`src/rtl/mem_lsu_pkg.sv`:
```
// mem_lsu_pkg: shared funct3 codes, FSM states and byte-enable constants
package mem_lsu_pkg;

   localparam logic [2:0] F3_B  = 3'b000;
   localparam logic [2:0] F3_H  = 3'b001;
   localparam logic [2:0] F3_W  = 3'b010;
   localparam logic [2:0] F3_BU = 3'b100;
   localparam logic [2:0] F3_HU = 3'b101;

   typedef enum logic [1:0] {
      S_IDLE = 2'd0,
      S_BUSY = 2'd1,
      S_DONE = 2'd2
   } state_t;

   localparam logic [3:0] BE_NONE = 4'b0000;
   localparam logic [3:0] BE_B    = 4'b0001;
   localparam logic [3:0] BE_H_LO = 4'b0011;
   localparam logic [3:0] BE_H_HI = 4'b1100;
   localparam logic [3:0] BE_W    = 4'b1111;

   // Stores only come in B/H/W; loads add the unsigned B/H variants
   function automatic logic f3_legal(input logic i_store, input logic [2:0] i_f3);
      return i_store ? (i_f3 == F3_B || i_f3 == F3_H || i_f3 == F3_W)
                     : (i_f3 == F3_B || i_f3 == F3_H || i_f3 == F3_W ||
                        i_f3 == F3_BU || i_f3 == F3_HU);
   endfunction

endpackage

```
`src/rtl/mem_lsu_align.sv`:
```
// mem_lsu_align: store lane steering, load extraction/extension, access checks
module mem_lsu_align
   import mem_lsu_pkg::*;
(
   input  logic        i_is_store,
   input  logic [2:0]  i_funct3,
   input  logic [1:0]  i_off,
   input  logic [31:0] i_wdata,
   output logic [3:0]  o_be,
   output logic [31:0] o_wdata,
   output logic        o_misalign,
   output logic        o_illegal,
   input  logic [2:0]  i_ld_funct3,
   input  logic [1:0]  i_ld_off,
   input  logic [31:0] i_rdata,
   output logic [31:0] o_ld_data
);

   logic [31:0] w_shift;

   assign w_shift    = i_rdata >> {i_ld_off, 3'b000};
   assign o_misalign = (i_funct3[1:0] == 2'b01 && i_off[0]) || (i_funct3[1:0] == 2'b10 && i_off != 2'b00);
   assign o_illegal  = !f3_legal(i_is_store, i_funct3);

   // Store side: replicate data across lanes, enable only the addressed bytes
   always_comb begin
      o_be    = BE_NONE;
      o_wdata = '0;
      case (i_funct3)
         F3_B: begin
            o_be    = BE_B << i_off;
            o_wdata = {4{i_wdata[7:0]}};
         end
         F3_H: begin
            o_be    = i_off[1] ? BE_H_HI : BE_H_LO;
            o_wdata = {2{i_wdata[15:0]}};
         end
         F3_W: begin
            o_be    = BE_W;
            o_wdata = i_wdata;
         end
         default: ;
      endcase
   end

   // Load side: the addressed lane is shifted down to bit 0, then extended
   always_comb begin
      o_ld_data = '0;
      case (i_ld_funct3)
         F3_B:    o_ld_data = {{24{w_shift[7]}}, w_shift[7:0]};
         F3_H:    o_ld_data = {{16{w_shift[15]}}, w_shift[15:0]};
         F3_W:    o_ld_data = w_shift;
         F3_BU:   o_ld_data = {24'b0, w_shift[7:0]};
         F3_HU:   o_ld_data = {16'b0, w_shift[15:0]};
         default: ;
      endcase
   end

endmodule

```
`src/rtl/mem_lsu.sv`:
```
// mem_lsu: MEM-stage load/store unit with req/ack bus, pipeline stall and ack watchdog
module mem_lsu
   import mem_lsu_pkg::*;
#(
   parameter int DATA_WIDTH     = 32,
   parameter int ADDR_WIDTH     = 32,
   parameter int TIMEOUT_CYCLES = 255
) (
   input  logic                  i_clk,
   input  logic                  i_rst_n,
   input  logic                  i_mem_memread,
   input  logic                  i_mem_memwrite,
   input  logic [ADDR_WIDTH-1:0] i_mem_alu_result,
   input  logic [DATA_WIDTH-1:0] i_mem_writedata,
   input  logic [2:0]            i_mem_funct3,
   output logic                  o_dmem_req,
   output logic                  o_dmem_we,
   output logic [ADDR_WIDTH-1:0] o_dmem_addr,
   output logic [DATA_WIDTH-1:0] o_dmem_wdata,
   output logic [3:0]            o_dmem_be,
   input  logic                  i_dmem_ack,
   input  logic [DATA_WIDTH-1:0] i_dmem_rdata,
   output logic                  o_lsu_stall,
   output logic [DATA_WIDTH-1:0] o_lsu_rdata,
   output logic                  o_lsu_rvalid,
   output logic                  o_lsu_fault
);

   localparam int             CW       = $clog2(TIMEOUT_CYCLES + 1);
   localparam logic [CW-1:0]  CNT_LAST = CW'(TIMEOUT_CYCLES - 1);

   state_t                r_state;
   logic [CW-1:0]         r_cnt;
   logic                  r_req;
   logic                  r_we;
   logic [ADDR_WIDTH-1:0] r_addr;
   logic [DATA_WIDTH-1:0] r_wdata;
   logic [3:0]            r_be;
   logic [2:0]            r_funct3;
   logic [1:0]            r_off;
   logic [DATA_WIDTH-1:0] r_rdata;
   logic                  r_rvalid;
   logic                  r_fault;

   logic                  w_access;
   logic                  w_store;
   logic                  w_bad;
   logic                  w_misalign;
   logic                  w_illegal;
   logic [3:0]            w_be;
   logic [DATA_WIDTH-1:0] w_wdata;
   logic [DATA_WIDTH-1:0] w_ld_data;
   logic                  w_idle;

   assign w_access = i_mem_memread | i_mem_memwrite;
   assign w_store  = i_mem_memwrite;
   assign w_bad    = w_misalign | w_illegal;
   assign w_idle   = r_state == S_IDLE;

   mem_lsu_align u_align (
      .i_is_store  (w_store),
      .i_funct3    (i_mem_funct3),
      .i_off       (i_mem_alu_result[1:0]),
      .i_wdata     (i_mem_writedata),
      .o_be        (w_be),
      .o_wdata     (w_wdata),
      .o_misalign  (w_misalign),
      .o_illegal   (w_illegal),
      .i_ld_funct3 (r_funct3),
      .i_ld_off    (r_off),
      .i_rdata     (i_dmem_rdata),
      .o_ld_data   (w_ld_data)
   );

   // Stall must freeze the pipeline in the same cycle a legal access is seen;
   // bad accesses fault immediately so the instruction can advance with its trap
   assign o_lsu_stall  = (r_state == S_BUSY) | (w_idle & w_access & ~w_bad);
   assign o_lsu_fault  = r_fault | (w_idle & w_access & w_bad);
   assign o_dmem_req   = r_req;
   assign o_dmem_we    = r_we;
   assign o_dmem_addr  = r_addr;
   assign o_dmem_wdata = r_wdata;
   assign o_dmem_be    = r_be;
   assign o_lsu_rdata  = r_rdata;
   assign o_lsu_rvalid = r_rvalid;

   // Access FSM: latch the request, hold the bus until ack or watchdog expiry
   always_ff @(posedge i_clk or negedge i_rst_n) begin
      if (!i_rst_n) begin
         r_state  <= S_IDLE;
         r_cnt    <= '0;
         r_req    <= 1'b0;
         r_we     <= 1'b0;
         r_addr   <= '0;
         r_wdata  <= '0;
         r_be     <= BE_NONE;
         r_funct3 <= F3_B;
         r_off    <= 2'b00;
         r_rdata  <= '0;
         r_rvalid <= 1'b0;
         r_fault  <= 1'b0;
      end else begin
         r_rvalid <= 1'b0;
         r_fault  <= 1'b0;
         case (r_state)
            S_IDLE: begin
               if (w_access && !w_bad) begin
                  r_addr   <= {i_mem_alu_result[ADDR_WIDTH-1:2], 2'b00};
                  r_we     <= w_store;
                  r_be     <= w_store ? w_be : BE_NONE;
                  r_wdata  <= w_store ? w_wdata : '0;
                  r_funct3 <= i_mem_funct3;
                  r_off    <= i_mem_alu_result[1:0];
                  r_req    <= 1'b1;
                  r_cnt    <= '0;
                  r_state  <= S_BUSY;
               end
            end
            S_BUSY: begin
               if (i_dmem_ack) begin
                  r_req    <= 1'b0;
                  r_rvalid <= ~r_we;
                  if (!r_we)
                     r_rdata <= w_ld_data;
                  r_state  <= S_DONE;
               end else if (r_cnt == CNT_LAST) begin
                  r_req    <= 1'b0;
                  r_fault  <= 1'b1;
                  r_rvalid <= ~r_we;
                  r_rdata  <= '0;
                  r_state  <= S_DONE;
               end else begin
                  r_cnt <= r_cnt + CW'(1);
               end
            end
            default: r_state <= S_IDLE;
         endcase
      end
   end

endmodule
```
`config.mk`:
```
export PLATFORM = sky130hd
export DESIGN_NAME = mem_lsu
export DESIGN_NICKNAME = d
export VERILOG_FILES = /design/src/rtl/mem_lsu_pkg.sv /design/src/rtl/mem_lsu_align.sv /design/src/rtl/mem_lsu.sv
export SDC_FILE = /design/constraint.sdc
export NUM_CORES = 1
export LEC_CHECK = 0
export BUFFER_PORTS_ARGS = -buffer_cell sky130_fd_sc_hd__buf_2
export CAP_MARGIN = 15
export CORE_MARGIN = 3
export CORE_UTILIZATION = 46
export CTS_CLUSTER_DIAMETER = 200
export CTS_CLUSTER_SIZE = 16
export DETAILED_ROUTE_END_ITERATION = 6
export HOLD_SLACK_MARGIN = 0.05
export PLACE_DENSITY = 0.75
export SLEW_MARGIN = 20
export SYNTH_ARGS = -nofsm -noshare
export SYNTH_HDL_FRONTEND = slang
export SYNTH_SLANG_ARGS = --single-unit
```
`constraint.sdc`:
```
create_clock -name i_clk -period 1.9 [get_ports i_clk]
set_input_delay 0.285 -clock i_clk [delete_from_list [all_inputs] [get_ports i_clk]]
set_output_delay 0.285 -clock i_clk [all_outputs]
set_load 0.01 [all_outputs]
```
==> results.yml, run 1 <==
detailed_routing:
  first_pass_iters: 5
  num_vias: 4839
  ant_nets: 0
  top_layer: "met4"
  drt-vias-per-instance: 5.57
  met3_length_um: 1270
  drc_errors: 0
  wl_per_cell_um: 17.8
  wl_met2_um: 7580
  drt_iter0_drc: 336
  wirelength_um: 15400
  drt-met1-wl_um: 6340
timing:
  hold_viol: 0
  setup_ws_ps: -2.01
  fin_crit_ps: 1900
  slew_headroom_pct: 63.6
  maxSlewViolCount: 0
  finClkSkew_ps: 7.99
  timing.hold.ws_ps: 88.9
  clock.fmax_ghz: 0.526
  tightest_slew_ps: 538
  rsz0062_at_grt: "yes"
  fin_crit_sh_pct: 100
  setup_violations: 1
worst_setup_path:
  path_max_fanout: 8
  cp-end-kind: "flip-flop"
  ff2ff_path_depth: 6
  r2r_start: "r_state[0]"
  crit_slowest_cell: "dfrtp_2"
  worstPathRequired_ps: 2180
  crit_type: "reg2reg"
  critPathArrivalTime_ps: 2190
  crit_path_cell_trace: "buf_4, or3b_4, nor3_4, buf_12, nor2_4, a221o_1"
  cp_slowest_stage_delay_ps: 400
  r2r_slack_ps: -2
  r2r_end: "o_lsu_rdata[15]"
  crit_path_start_kind: "flip-flop"
placement:
  dp_hpwl_um: 11100
  portBuffers: 206
  dp_cells: 830
  placed_cell_area_um2: 6780
  place_congestion: 0.906
  pre_cts_ws_ps: 102
synthesis:
  synth_edf_count: 0
  synthArstFlopShare_pct: 100
  synth_flop_cell: "dfrtp_1"
  ys_seq_area_share_pct: 53.1
  netlist_area_um2: 5520
  syn_area_per_cell_um2: 11.1
  synth_top_cell_by_area: "dfrtp_1"
  synth-seq-cells: 117
  synth.distinct_cells: 52
  synth_most_common_cell: "dfrtp_1"
  ys_top_cells_by_count: "dfrtp_1 (117), nand2_1 (62), o21ai_0 (29)"
  synth.top_cells.by_area: "dfrtp_1 (53%), mux2_2 (5.7%), mux2i_1 (5.1%)"
  yosysTopAreaCellShare_pct: 53.1
  synth_cells: 497
  synth_warnings: 0
floorplanning:
  coreArea_um2: 11600
  start_util_pct: 47.7
  die-area_um2: 13300
  die_h_um: 116
  rows: 39
  die_w_um: 116
  num_io_pins: 209
pwr:
  power_density_nw_per_um2: 1340
  peakVddDrop_v: 0.000575
  leakage_nw: 3.79
  p_total_mw: 10.0
global_routing:
  grt.overflow.total: 0
  antenna_found_initial: 0
  grt_max_degree: 64
  grt_pass1_vias: 4733
  grtUsageTotal_pct: 22.9
  grt_pass1_wl_um: 24000
hold_path:
  worstHoldStart: "i_mem_alu_result[25]"
  min_path_cells: 2
  hold_path_end: "o_dmem_addr[25]"
  hp-class: "in2reg"
cts:
  clock-root-buffer: "clkbuf_16"
  cts_tree: "built"
  cts_buffers: 17
  cts.sinks: 117
  clk_pin_slew_ps: 60
  cts_buffer_depth: 2
  clk_latency_ps: 410
  htree_levels: 4
status:
  violations: "negative setup slack"
  status: "complete, but fails checks"
layout:
  final_area_um2: 7490
  antennaDiodeCount: 0
  post_layout_nonfiller_instances: 868
  layout-drive-gt1-share_pct: 42.6
  area_delta_synth_final_pct: 35.8
  final_nets: 818
run:
  drv_cap: 0
==> worst max path at each step <==
stage	startpoint	to	slack [ps]
detailed placement	r_off[0]	o_lsu_rdata[9]	100
finish	r_state[0]	o_lsu_rdata[15]	-2
global route	r_state[0]	o_lsu_stall	-50
floorplan	r_cnt[0]	o_lsu_rdata[30]	170
CTS	r_state[0]	o_lsu_stall	2
global placement	r_cnt[0]	o_lsu_rdata[28]	-130
==> state kept, by name (all words and copies together), names as in the netlist <==
signal	cells
o_dmem_addr	30
o_dmem_be	4
o_dmem_req	1
o_dmem_wdata	32
o_dmem_we	1
o_lsu_rdata	32
o_lsu_rvalid	1
r_cnt	8
r_fault	1
r_funct3	3
r_off	2
r_state	2
==> area by class of cell <==
class                      count  area [µm²]
fill                         921        4070
sequential                   117        2930
multi-input combinational    340        2450
timing repair buffer         232        1310
clock buffer                  23         488
tap                          143         179
clock inverter                 9         124
inverter                       4        15.0
==> layout by cell type (no fill, tap or decap), types with 3 or more instances in the layout <==
cell type	synthesis	routed
a21oi_1	27	27
a221o_1	24	24
a22o_1	7	7
buf_12	0	6
buf_2	14	205
buf_4	6	20
bufinv_16	0	3
clkbuf_16	0	17
clkbuf_8	0	4
clkinv_2	0	5
dfrtp_1	117	115
inv_1	4	4
mux2_1	15	15
mux2_2	28	28
mux2i_1	28	27
nand2_1	62	62
nand3_1	5	5
nor2_1	20	19
nor2_4	0	4
nor2b_1	17	15
o21ai_0	29	29
o21ai_1	8	8
o31ai_1	24	24
==> power by group <==
part | total [mW] | internal (mW) | switching [mW]
Combinational | 3.04 | 1.47 | 1.57
Clock | 3.30 | 2.19 | 1.11
Sequential | 3.70 | 3.24 | 0.467
==> routing by layer <==
metal / GRT usage [%] / vias up
met5: 0 / -
met4: 6.96 / 0
met3: 6.16 / 22
met2: 38.0 / 226
met1: 29.6 / 2348
li1: - / 2243
==> cells by family (layout without fill, tap and decap cells) <==
kind of cell | count (synthesis) | after routing | synth area share (%)
xor gates and xnor gates | 2 | 2 | 0.318
other | 1 | 2 | 0.0680
and+or+nand+nor | 126 | 129 | 11.1
muxes | 72 | 72 | 14.1
AOI/OAI and AO/OA | 133 | 133 | 16.7
DFF | 117 | 117 | 53.1
adders and majority gates | 2 | 2 | 0.454
buffers and inverters | 44 | 268 | 4.13
==> critical path: cells and delay by family, from the launching register on <==
family / cells / cell delay, ps
buffers and inverters: 2 / 290
AOI/OAI and AO/OA: 1 / 360
and+or+nand+nor: 3 / 720
DFF: 1 / 400
==> through the flow <==
stage          util (%)  setup TNS, ps
6_report           64.8          -2.01
4_1_cts            64.1              0
3_3_place_gp       58.6          -3980
2_1_floorplan         -              0
5_1_grt            64.8           -655
3_5_place_dp       58.6              0
==> repair_timing <==
action / 4_1_cts / 5_1_grt
cloned: 0 / 3
pin swaps: 0 / 5
resized for setup: 3 / 10
endpoints found under the setup margin: 1 / 26
setup buffers: 1 / 1
hold buffers: 1 / 0
endpoints found under the hold margin: 20 / 0
(Power assumes the default switching activity.)
==> run 2: changes to the inputs <==
--- a/config.mk
+++ b/config.mk
@@ -5,6 +5,7 @@
 export SDC_FILE = /design/constraint.sdc
 export NUM_CORES = 1
 export LEC_CHECK = 0
+export ABC_AREA = 1
 export BUFFER_PORTS_ARGS = -buffer_cell sky130_fd_sc_hd__buf_2
 export CAP_MARGIN = 15
 export CORE_MARGIN = 3
@@ -13,7 +14,7 @@
 export CTS_CLUSTER_SIZE = 16
 export DETAILED_ROUTE_END_ITERATION = 6
 export HOLD_SLACK_MARGIN = 0.05
-export PLACE_DENSITY = 0.75
+export PLACE_DENSITY = 0.74
 export SLEW_MARGIN = 20
 export SYNTH_ARGS = -nofsm -noshare
 export SYNTH_HDL_FRONTEND = slang
==> run 2 against run 1 <==
  * The flow now finishes without violations
  * Global-route usage up 1.2 points
  * Clock-buffer cell count decreased by 5
  * Sequential power is 2% higher
  * Wire length grew 11%
  * Sequential cell count did not move
  * Largest cell class unchanged
  * Clock power shrank 7.9%
==> results.yml, run 2 <==
timing:
  finClkSkew_ps: 7.94
  fin_crit_ps: 1790
  hold_viol: 0
  fin_crit_sh_pct: 94.4
  clock.fmax_ghz: 0.557
  timing.hold.ws_ps: 65.3
  setup_violations: 0
  maxSlewViolCount: 0
  tns_ps: 0
  slew_headroom_pct: 64.0
  rsz0062_at_grt: "no"
  tightest_slew_ps: 539
worst_setup_path:
  worstPathRequired_ps: 1620
  crit_slowest_cell: "dfrtp_1"
  crit_type: "reg2out"
  critPathArrivalTime_ps: 1510
  crit_path_cell_trace: "inv_1, nand2_1, nor2_4, nand4_4, nand2_1, buf_2"
  cp-end-kind: "primary output"
  path_max_fanout: 6
  crit_path_start_kind: "flip-flop"
  critPathMostFrequentCell: "nand2_1"
  cp_slowest_stage_delay_ps: 360
detailed_routing:
  drt-vias-per-instance: 5.03
  wirelength_um: 17100
  num_vias: 6053
  wl_per_cell_um: 14.2
  first_pass_iters: 5
  ant_nets: 0
  drt_iter0_drc: 532
  drc_errors: 0
synthesis:
  synth_warnings: 0
  synth_cells: 818
  syn_area_per_cell_um2: 7.28
  synth_edf_count: 0
  netlist_area_um2: 5960
  ys_seq_area_share_pct: 49.1
  synth_top_family_by_area: "simple AND/OR/NAND/NOR gates"
  synth_most_common_cell: "nand2_1"
  ys_top_cells_by_count: "nand2_1 (432), dfrtp_1 (117), nand3_1 (102)"
  yosys.area_share.adder_pct: 0.420
  yosys.area_share.simple_pct: 40.1
  yosysTopAreaCellShare_pct: 49.1
  synthArstFlopShare_pct: 100
  synth_top_cell_by_area: "dfrtp_1"
  synth.top_cells.by_area: "dfrtp_1 (49%), nand2_1 (27%), nand3_1 (8.6%)"
  synth_compound_area_share_pct: 3.95
  synth.distinct_cells: 29
  synth_flop_cell: "dfrtp_1"
  synth-seq-cells: 117
  synth_xor_area_share_pct: 0.294
  synthMuxAreaShare_pct: 0
layout:
  final_area_um2: 7770
  final_cell_mix: "nand2_1 (432), buf_2 (205), dfrtp_1 (117), nand3_1 (102), o21ai_0 (33)"
  area_delta_synth_final_pct: 30.4
  final_nets: 1129
  layout-drive-gt1-share_pct: 26.6
  post_layout_nonfiller_instances: 1204
  antennaDiodeCount: 0
  mostFrequentLayoutCell: "nand2_1"
placement:
  dp_hpwl_um: 12400
  portBuffers: 206
  placed_cell_area_um2: 7190
  place_congestion: 0.871
  dp_cells: 1171
global_routing:
  grt_max_degree: 55
  grt.overflow.total: 0
  grt_pass1_wl_um: 27800
  grtUsageTotal_pct: 24.1
  grt_pass1_vias: 5795
  antenna_found_initial: 1
pwr:
  peakVddDrop_v: 0.000622
  p_total_mw: 10.4
  clkPwrFrac_pct: 29.2
  comb_power_share_pct: 34.6
  p_int_mw: 6.49
  power_density_nw_per_um2: 1340
  share_seq_of_total_power_pct: 36.2
  sw_frac_of_total_pct: 37.5
  power.switching_mw: 3.90
  leakage_nw: 4.55
cts:
  cts_tree: "built"
  cts_buffer_depth: 2
  post_cts_buffers: 0
  htree_levels: 4
  clock-root-buffer: "clkbuf_16"
  clk_pin_slew_ps: 60
  cts_buffers: 17
  cts.sinks: 117
  clk_latency_ps: 410
run:
  drv_cap: 0
floorplanning:
  num_io_pins: 209
  die-area_um2: 14400
  die_h_um: 120
  coreArea_um2: 12300
  rows: 40
  die_w_um: 120
  start_util_pct: 48.4
status:
  status: "complete, no violations"
hold_path:
  hp-class: "in2reg"
-- run 2: metrics by stage --
step           util (%)  setup slack, ps
2_1_floorplan         -              407
3_3_place_gp       58.4              258
3_5_place_dp       58.4              205
4_1_cts            63.1             60.1
5_1_grt            63.1            0.374
6_report           63.1              106
-- run 2: cells by family (layout without fill, tap and decap cells) --
logic type | after synthesis | count (layout)
other | 1 | 2
buffers and inverters | 71 | 288
AOI/OAI and AO/OA | 45 | 45
xor gates and xnor gates | 2 | 2
DFF | 117 | 117
and+or+nand+nor | 580 | 580
adders and majority gates | 2 | 2
-- run 2: cell type report --
type	count	area, µm²
inverter	25	93.8
clock inverter	14	126
multi-input combinational	631	2700
sequential	117	2930
fill	1161	4540
timing repair buffer	231	1270
tap	168	210
clock buffer	18	439
-- run 2: metal layers --
layer,up-vias,track usage [%],wire [µm]
li1,3001,-,-
met1,2746,30.6,7090
met2,282,39.6,8120
met3,22,7.07,1650
met4,2,7.80,251
met5,-,0,13
-- run 2: path summary, 6_finish.rpt --
| kind | cells after the start | to | from | slack (ps) |
|---|---|---|---|---|
| setup / recovery | 6 | o_lsu_stall | r_state[1] | 110 |
| hold / removal | 3 | o_dmem_addr[31] | i_mem_alu_result[31] | 70 |
| setup reg to reg | 8 | o_lsu_rdata[0] | r_cnt[0] | 210 |
| hold reg to reg | 2 | o_lsu_rdata[10] | o_lsu_rdata[10] | 470 |
| max in group asynchronous | 3 | o_dmem_addr[11] | i_rst_n | 990 |
| min in group asynchronous | 2 | o_lsu_rdata[3] | i_rst_n | 320 |
-- run 2: worst max-delay path, delay by kind of cell (launching register included) --
| family | cells | cell delay (ps) |
|---|---|---|
| buffers and inverters | 2 | 220 |
| DFF | 1 | 360 |
| and+or+nand+nor | 4 | 520 |
-- run 2: what timing repair did --
action | in CTS | in global routing
resized for setup | 1 | 1
setup endpoints to repair | 1 | 1
hold buffers | 1 | 0
endpoints found under the hold margin | 20 | 0
-- run 2: power by group through the flow --
stage,Combinational (mW),Clock (mW),Sequential [mW]
2_1_floorplan,1.83,0,4.06
3_3_place_gp,3.53,0,3.80
3_5_place_dp,3.62,0,3.76
4_1_cts,3.62,3.07,3.76
5_1_grt,4.06,3.22,3.86
6_report,3.59,3.04,3.76
==> run 3: changes to the inputs <==
--- a/config.mk
+++ b/config.mk
@@ -13,8 +13,10 @@
 export CTS_CLUSTER_DIAMETER = 200
 export CTS_CLUSTER_SIZE = 16
 export DETAILED_ROUTE_END_ITERATION = 6
+export GPL_TIMING_DRIVEN = 0
 export HOLD_SLACK_MARGIN = 0.05
 export PLACE_DENSITY = 0.74
+export SETUP_SLACK_MARGIN = 0.5
 export SLEW_MARGIN = 20
 export SYNTH_ARGS = -nofsm -noshare
 export SYNTH_HDL_FRONTEND = slang
==> run 3 against run 2 <==
  * Highest routed layer unchanged
  * Wire length up 10%
  * Global-route usage rose by 2.0 points
  * Final area is 8.5% higher
==> results.yml, run 3 (synthesis gave the netlist of run 2 again) <==
status:
  status: "complete, no violations"
timing:
  tightest_slew_ps: 701
  setup_violations: 0
  slew_headroom_pct: 53.0
  rsz0062_at_grt: "yes"
  fin_crit_sh_pct: 91.9
  finClkSkew_ps: 6.98
  maxSlewViolCount: 0
  clock.fmax_ghz: 0.573
  hold_viol: 0
  timing.hold.ws_ps: 64.6
  fin_crit_ps: 1750
worst_setup_path:
  crit_path_start_kind: "flip-flop"
  r2r_slack_ps: 210
  critPathArrivalTime_ps: 1460
  ff2ff_path_depth: 11
  critPathTopFamily: "flip-flops"
  cp-end-kind: "primary output"
  path_buf_inv: 3
  cp_slowest_stage_delay_ps: 370
  r2r_end: "o_lsu_rdata[10]"
  crit_path_cell_trace: "inv_1, nand2_2, nor2_4, nand4_4, buf_6, nand2_4, buf_6"
  cp.depth: 7
  path_max_fanout: 2
  r2r_start: "r_cnt[0]"
  critPathMostFrequentCell: "buf_6"
  crit_slowest_cell: "dfrtp_1"
  crit_type: "reg2out"
  worstPathRequired_ps: 1620
detailed_routing:
  drt-vias-per-instance: 5.11
  wl_per_cell_um: 15.1
  drc_errors: 0
  first_pass_iters: 6
  drt_iter0_drc: 547
  num_vias: 6378
  ant_nets: 0
  wirelength_um: 18900
layout:
  post_layout_nonfiller_instances: 1247
  final_nets: 1175
  area_delta_synth_final_pct: 41.5
  final_cell_mix: "nand2_1 (382), buf_2 (210), dfrtp_1 (117), nand3_1 (99), nand2_2 (37)"
  mostFrequentLayoutCell: "nand2_1"
  antennaDiodeCount: 0
  layout-drive-gt1-share_pct: 34.8
  post-route-util_pct: 68.5
cts:
  cts_tree: "built"
  cts_buffer_depth: 2
  clk_pin_slew_ps: 50
  htree_levels: 4
  clk_latency_ps: 410
  clock-root-buffer: "clkbuf_16"
  cts_buffers: 17
  cts.sinks: 117
pwr:
  p_int_mw: 6.72
  power.switching_mw: 4.17
  share_seq_of_total_power_pct: 34.3
  comb_power_share_pct: 39.7
  clkPwrFrac_pct: 26.1
  power_density_nw_per_um2: 1290
  peakVddDrop_v: 0.000694
  sw_frac_of_total_pct: 38.3
  leakage_nw: 4.92
global_routing:
  grtUsageTotal_pct: 26.1
  grt_max_degree: 73
  grt_pass1_vias: 6005
  grt.overflow.total: 0
  grt_pass1_wl_um: 29900
  antenna_found_initial: 2
placement:
  portBuffers: 205
  place_congestion: 0.879
  dp_hpwl_um: 13600
  dp_cells: 1193
floorplanning:
  die_w_um: 120
  num_io_pins: 209
  die_h_um: 120
  start_util_pct: 48.4
  rows: 40
  coreArea_um2: 12300
  die-area_um2: 14400
hold_path:
  worstHoldStart: "i_mem_alu_result[9]"
  hold_path_end: "o_dmem_addr[9]"
  min_path_cells: 3
  hp-class: "in2reg"
run:
  drv_cap: 0
==> run 3: changes by cell type in the layout (fill, tap and decap cells not counted), moves of 7 or more <==
| cell | previous run | this run |
|---|---|---|
| nand2_1 | 432 | 382 |
| nand2_2 | 0 | 37 |
| buf_6 | 0 | 27 |
| o21ai_0 | 33 | 17 |
| nand2_4 | 0 | 13 |
| o21ai_1 | 7 | 19 |
| clkbuf_1 | 0 | 7 |
==> run 3: routing by layer <==
| metal | vias up | track usage, % | share of wire [%] |
|---|---|---|---|
| li1 | 3095 | - | - |
| met2 | 319 | 43.5 | 49 |
| met1 | 2920 | 32.5 | 41 |
| met4 | 4 | 9.16 | 1.8 |
| met5 | - | 0 | 0.11 |
| met3 | 40 | 7.49 | 8.9 |
==> run 3: power groups by stage <==
| stage | sequential [mW] | combinational, mW | clock (mW) |
|---|---|---|---|
| floorplan | 4.06 | 1.84 | 0 |
| global placement | 3.72 | 3.59 | 0 |
| detailed placement | 3.72 | 3.67 | 0 |
| CTS | 3.71 | 4.03 | 2.86 |
| global route | 3.83 | 4.78 | 3.00 |
| finish | 3.74 | 4.32 | 2.84 |
==> run 3: worst register-to-register path, stage by stage, from the launching register on <==
cell and delay (ps):
dfrtp_1 380, inv_2 80, ha_4 140, inv_2 30, nor2_1 90, nand2_1 110
nand2_2 120, nand3_4 120, nor2_4 260, buf_12 170, nand2_4 50, nand2_2 70
==> run 3: through the flow <==
step           cell area (µm²)  power (mW)  worst slack (ps)  TNS [ps]
3_5_place_dp              7250        7.39               181         0
5_1_grt                   8430        11.6              60.8         0
3_3_place_gp              7220        7.31              -906   -104510
6_report                  8430        10.9               155         0
4_1_cts                   8190        10.6              90.7         0
2_1_floorplan             5980        5.90               440         0
==> run 3: cell type report <==
type,instances,area (µm²)
Clock buffer,21,470
Tap cell,168,210
Clock inverter,8,55.1
Multi-Input combinational cell,631,2950
Buffer,46,379
Sequential cell,117,2930
Fill cell,1100,3880
Timing Repair Buffer,231,1340
Inverter,25,93.8
==> run 3: worst max path at each step <==
| stage | start | endpoint | slack (ps) |
|---|---|---|---|
| 2_1_floorplan | r_cnt[0] | o_lsu_rdata[12] | 440 |
| 6_report | r_state[0] | o_lsu_stall | 150 |
| 5_1_grt | r_state[0] | o_lsu_stall | 60 |
| 4_1_cts | r_state[0] | o_lsu_stall | 90 |
| 3_3_place_gp | i_rst_n | o_dmem_addr[20] | -910 |
| 3_5_place_dp | r_cnt[0] | o_lsu_rdata[15] | 180 |
==> run 3: what timing repair did <==
item | in CTS | in global routing
endpoints found under the hold margin | 45 | 0
setup buffers | 12 | 4
hold buffers | 1 | 0
endpoints found under the setup margin | 115 | 118
gates cloned | 6 | 2
pin swaps | 15 | 14
gates resized for setup | 83 | 67
